<file path="src/rtl/msdap_pkg.sv">
// Shared constants and types for the MSDAP serial front end.
package msdap_pkg;

    localparam int WORD_W = 16;
    localparam int ADDR_W = 8;

    typedef enum logic [1:0] {
        IDLE    = 2'd0,
        SHIFT   = 2'd1,
        PUBLISH = 2'd2
    } rx_state_t;

endpackage

</file>
<file path="src/rtl/serial_shift_word.sv">
// One channel's MSB-first serial-to-parallel shift register.
// load_clear starts a fresh word; a shift on the same cycle makes that bit
// the first (most significant) bit of the new word.
module serial_shift_word #(
    parameter int WORD_W = 16
) (
    input  logic              clk,
    input  logic              clear,
    input  logic              load_clear,
    input  logic              shift_en,
    input  logic              bit_in,
    output logic [WORD_W-1:0] word
);

    // Shift new bits into the LSB; restart from zero on load_clear.
    always_ff @(posedge clk) begin
        if (clear) begin
            word <= '0;
        end else if (load_clear) begin
            word <= shift_en ? {{(WORD_W-1){1'b0}}, bit_in} : '0;
        end else if (shift_en) begin
            word <= {word[WORD_W-2:0], bit_in};
        end
    end

endmodule

</file>
<file path="src/rtl/serial_frame_receiver.sv">
// Captures one stereo sample per frame from the serial inputs and publishes
// the parallel words with a one-cycle strobe and a wrapping write address.
module serial_frame_receiver #(
    parameter int WORD_W = 16,
    parameter int ADDR_W = 8
) (
    input  logic              clk,
    input  logic              clear,
    input  logic              frame_pulse,
    input  logic              bit_strobe,
    input  logic              InputL,
    input  logic              InputR,
    output logic [WORD_W-1:0] dataL,
    output logic [WORD_W-1:0] dataR,
    output logic              data_valid,
    output logic [ADDR_W-1:0] wr_addr,
    output logic              frame_error
);

    import msdap_pkg::*;

    localparam int CNT_W = $clog2(WORD_W + 1);
    localparam logic [CNT_W-1:0] LAST_BIT = CNT_W'(WORD_W - 1);

    rx_state_t         state_reg;
    logic [CNT_W-1:0]  count_reg;
    // A frame pulse seen on the completing strobe starts the next frame
    // from the PUBLISH cycle, so it has to be remembered for one cycle.
    logic              pending_reg;

    logic              completing;
    logic              restart;
    logic              shift_en;
    logic [1:0]        serial_in;
    logic [WORD_W-1:0] word [2];

    assign serial_in = {InputR, InputL};

    // Decode when the shift registers restart and when they take a bit.
    always_comb begin
        completing = 1'b0;
        restart    = 1'b0;
        shift_en   = 1'b0;
        case (state_reg)
            IDLE: begin
                restart = frame_pulse;
            end
            SHIFT: begin
                completing = bit_strobe && (count_reg == LAST_BIT);
                restart    = frame_pulse && !completing;
            end
            PUBLISH: begin
                restart = frame_pulse || pending_reg;
            end
            default: begin
                restart = 1'b0;
            end
        endcase
        shift_en = bit_strobe && (restart || (state_reg == SHIFT));
    end

    // Index 0 is the left channel, index 1 the right channel.
    generate
        for (genvar gi = 0; gi < 2; gi++) begin : g_chan
            serial_shift_word #(
                .WORD_W(WORD_W)
            ) u_shift (
                .clk        (clk),
                .clear      (clear),
                .load_clear (restart),
                .shift_en   (shift_en),
                .bit_in     (serial_in[gi]),
                .word       (word[gi])
            );
        end
    endgenerate

    // Frame FSM: bit counting, publish strobe, address and sticky error.
    always_ff @(posedge clk) begin
        if (clear) begin
            state_reg   <= IDLE;
            count_reg   <= '0;
            pending_reg <= 1'b0;
            dataL       <= '0;
            dataR       <= '0;
            data_valid  <= 1'b0;
            wr_addr     <= '0;
            frame_error <= 1'b0;
        end else begin
            data_valid <= 1'b0;
            case (state_reg)
                IDLE: begin
                    if (frame_pulse) begin
                        state_reg <= SHIFT;
                        count_reg <= CNT_W'(bit_strobe);
                    end
                end
                SHIFT: begin
                    if (completing) begin
                        // Publish includes the bit arriving this cycle.
                        dataL       <= {word[0][WORD_W-2:0], InputL};
                        dataR       <= {word[1][WORD_W-2:0], InputR};
                        data_valid  <= 1'b1;
                        count_reg   <= count_reg + 1'b1;
                        pending_reg <= frame_pulse;
                        state_reg   <= PUBLISH;
                    end else if (frame_pulse) begin
                        frame_error <= 1'b1;
                        count_reg   <= CNT_W'(bit_strobe);
                    end else if (bit_strobe) begin
                        count_reg <= count_reg + 1'b1;
                    end
                end
                PUBLISH: begin
                    wr_addr     <= wr_addr + 1'b1;
                    pending_reg <= 1'b0;
                    if (frame_pulse || pending_reg) begin
                        state_reg <= SHIFT;
                        count_reg <= CNT_W'(bit_strobe);
                    end else begin
                        state_reg <= IDLE;
                        count_reg <= '0;
                    end
                end
                default: begin
                    state_reg <= IDLE;
                    count_reg <= '0;
                end
            endcase
        end
    end

endmodule
</file>
<file path="config.mk">
export PLATFORM = sky130hd
export DESIGN_NAME = serial_frame_receiver
export DESIGN_NICKNAME = d
export VERILOG_FILES = /design/src/rtl/msdap_pkg.sv /design/src/rtl/serial_shift_word.sv /design/src/rtl/serial_frame_receiver.sv
export SDC_FILE = /design/constraint.sdc
export NUM_CORES = 1
export LEC_CHECK = 0
export CAP_MARGIN = 40
export CORE_MARGIN = 2
export CORE_UTILIZATION = 30
export CTS_BUF_LIST = sky130_fd_sc_hd__clkbuf_8 sky130_fd_sc_hd__clkbuf_16
export DETAILED_ROUTE_END_ITERATION = 10
export GPL_TIMING_DRIVEN = 0
export PLACE_DENSITY_LB_ADDON = 0.12
export SYNTH_ARGS = -nofsm -noshare
export SYNTH_HDL_FRONTEND = slang
export SYNTH_SLANG_ARGS = --single-unit
</file>
<file path="constraint.sdc">
create_clock -name clk -period 5.6 [get_ports clk]
set_clock_uncertainty 0.05 [all_clocks]
set_input_delay 1.68 -clock clk [delete_from_list [all_inputs] [get_ports clk]]
set_output_delay 1.68 -clock clk [all_outputs]
set_load 0.1 [all_outputs]
</file>
==> impl_metrics.ini <==
[run_status]
outcome = completed

[clocking]
clock_latency_ns = 0.35
ctsHoldBuffers = 0
clockBufferDepth = 2
clock-sinks = 80
cts_resized = 0
post_cts_buffers = 0
cts_htree_levels = 3
cts_buffers = 9
cts_tree = done
cts.reportedPaths.clkPinSlew_ns = 0.09
cts-root-buf = clkbuf_8

[floorplanning]
dieArea_um2 = 10500
core_um2 = 9330
die_y_um = 103
fp.dieW_um = 103
pin_count = 48
start_util_pct = 31.2
rows = 35

[timing]
slew_viol_final = 0
fmax_mhz = 303
worst_pin_slew_ns = 0.564
setup_viol = 0
rsz0062_at_grt = no
fin_tns_setup_ns = 0
hold_viol = 0
slew_headroom_pct = 62.2
finalCriticalPeriod_ns = 3.30
period_share_pct = 59.0

[synthesis]
synth_nets = 316
ys_ff_latch = 80
synth_area_leader_cell = dfxtp_1
seq_area_frac_synth_pct = 55.0
yosys.cell_types.count = 40
synthesis.area_um2 = 2910
ys_warn_count = 0
yosysTopAreaCellShare_pct = 55.0
ys_top_cells_by_area = dfxtp_1 55%, nand2_1 9.0%, a22o_1 8.4%, a21oi_1 7.4%, buf_2 1.5%
syn_area_per_cell_um2 = 9.49
syn_inst = 307

[critical_path]
crit_arrival_ns = 1.57
crit_type = reg2out
critPathMaxStageDelay_ns = 0.56
start_kind = flip-flop
cp_slowest_cell = clkdlybuf4s50_1
rr_worst_depth = 8
r2r_slack_ns = 3.49
timing.rr.end = g_chan[1].u_shift.word[11]$_SDFFE_PP0P_
endpoint_kind = output pin
cp_data_required_time_ns = 3.87
crit_fanout = 7
reg2reg_from = count_reg[0]$_SDFFE_PP0P_
worstPathCellList = clkdlybuf4s50_1, buf_8

[layout]
drive_gt1_share_pct = 18.4
reg_top3 = g_chan.u_shift.word x30, dataL x16, dataR x16
syn_to_final_growth_pct = 50.6
nFillCells = 905
antenna_cells = 0
nets = 416
largest_reg_flops = 30
top_register = g_chan.u_shift.word

[power]
peakVddDrop_uv = 112
leakagePower_uw = 0.00163
power_switching_uw = 253
power_frac_seq_pct = 53.8
p_total_uw = 1070
power_density_nw_per_um2 = 243
internal_power_uw = 812
power_frac_clock_pct = 42.2
sw_frac_of_total_pct = 23.8
p_comb_share_pct = 4.0

[global_routing]
grt_usage_pct = 14.3
antenna_found_initial = 0
grt_max_degree = 16
grt_pass1_vias = 2493
grt_first_pass_wirelength_mm = 11.7
gr-total-overflow = 0

[placement]
dp_hpwl_mm = 4.84
numPortBuffers = 47
gp_congestion = 0.757

[worst_hold_path]
min_to = dataR[6]$_SDFFE_PP0P_
hp-start = dataR[6]$_SDFFE_PP0P_
hp-class = reg2reg
hold_depth = 2

[route]
via_count = 2520
drt-initial-drc-count = 79
wl_mm = 6.78
post-route-drc-count = 0
dr.pass1.iters = 4
routed_via_density = 4.66
wl_per_cell_um = 12.5
antenna_left = 0

[job]
drv_cap = 0
-- logic make-up after synthesis --
logic type      Yosys count  synth area share [%]
mux                       1                 0.344
compound gates           89                  20.7
flops                    80                  55.0
simple gates            105                  17.0
xor+xnor                  2                 0.601
buf+inv                  27                  5.15
fa+ha+maj                 3                  1.29
-- power groups by stage --
| stage | combinational (uW) | sequential (uW) | clock (uW) |
|---|---|---|---|
| finish | 42.1 | 573 | 450 |
| global placement | 41.1 | 587 | 0 |
| detailed placement | 42.6 | 586 | 0 |
| floorplan | 23.3 | 589 | 0 |
| CTS | 42.9 | 573 | 467 |
| global route | 46.4 | 574 | 490 |
-- layout make-up --
type / instances / area [um2] / share of cell area (%)
Sequential cell: 80 / 1600 / 36.5
Multi-Input combinational cell: 200 / 1160 / 26.5
Timing Repair Buffer: 89 / 1100 / 25.1
Tap cell: 129 / 161 / 3.68
Clock buffer: 10 / 138 / 3.14
Buffer: 21 / 128 / 2.91
Clock inverter: 6 / 75.1 / 1.71
Inverter: 6 / 22.5 / 0.513
-- cell usage in the layout, fill, tap and decap left out, types with 4 or more instances in the layout --
cell type,instances
buf_2,9
nand3_1,4
buf_8,42
o31ai_1,4
inv_1,6
nand2_1,70
a21oi_1,43
clkdlybuf4s50_1,47
or4_1,4
buf_6,4
nor2_1,6
clkbuf_1,6
clkbuf_8,10
a22o_1,28
dfxtp_1,80
-- routing by layer --
layer | up-vias | share of wire [%] | global-route usage (%)
met5 | - | 0 | 0
met4 | 0 | 1.3 | 4.31
met3 | 11 | 3.6 | 4.27
met2 | 46 | 47 | 23.3
met1 | 1189 | 48 | 18.2
li1 | 1274 | - | -
-- Yosys cell counts (all sizes together) --
cell type,count
or4,4
o21bai,1
a21oi,44
ha,3
a22o,28
a31oi,1
dfxtp,80
a32o,2
a2111oi,1
or3,3
nand4b,2
nand4,2
and2,2
nor2b,2
a211oi,1
and4b,1
nor3b,2
nand3,4
xor2,1
o221a,1
and3,2
a211o,1
nand2,70
o21ai,3
a2bb2oi,1
xnor2,1
and2b,1
clkbuf,6
o31ai,4
nand3b,2
nand2b,2
mux2i,1
inv,6
o31a,1
buf,15
nor2,6
-- worst max-delay path, delay by kind of cell, from the launching register on --
| family | cells | cell delay, ns |
|---|---|---|
| buffers and inverters | 2 | 0.76 |
| flip-flops | 1 | 0.46 |
-- worst max path at each step --
stage                            start                endpoint  slack [ns]  cells past startpoint
2_1_floorplan  wr_addr[2]$_SDFFE_PP0N_              wr_addr[2]        2.88                      0
4_1_cts        wr_addr[3]$_SDFFE_PP0N_              wr_addr[3]        2.29                      2
5_1_grt        wr_addr[3]$_SDFFE_PP0N_              wr_addr[3]        2.22                      2
3_5_place_dp                bit_strobe  dataL[15]$_SDFFE_PP0P_        2.12                      6
3_3_place_gp                bit_strobe   dataR[2]$_SDFFE_PP0P_        2.14                      6
6_report       wr_addr[3]$_SDFFE_PP0N_              wr_addr[3]        2.30                      2
-- through the flow --
stage | setup WS [ns] | instance area, um2 | cells | hold WS (ns) | util [%]
2_1_floorplan | 2.88 | 2910 | 307 | 0.382 | -
3_3_place_gp | 2.14 | 3540 | 483 | 0.396 | 38.0
3_5_place_dp | 2.12 | 4180 | 525 | 0.396 | 44.8
4_1_cts | 2.29 | 4390 | 541 | 0.409 | 47.0
5_1_grt | 2.22 | 4390 | 541 | 0.426 | 47.0
6_report | 2.30 | 4390 | 541 | 0.404 | 47.0
Note: power is estimated with default switching activity, not from simulation.
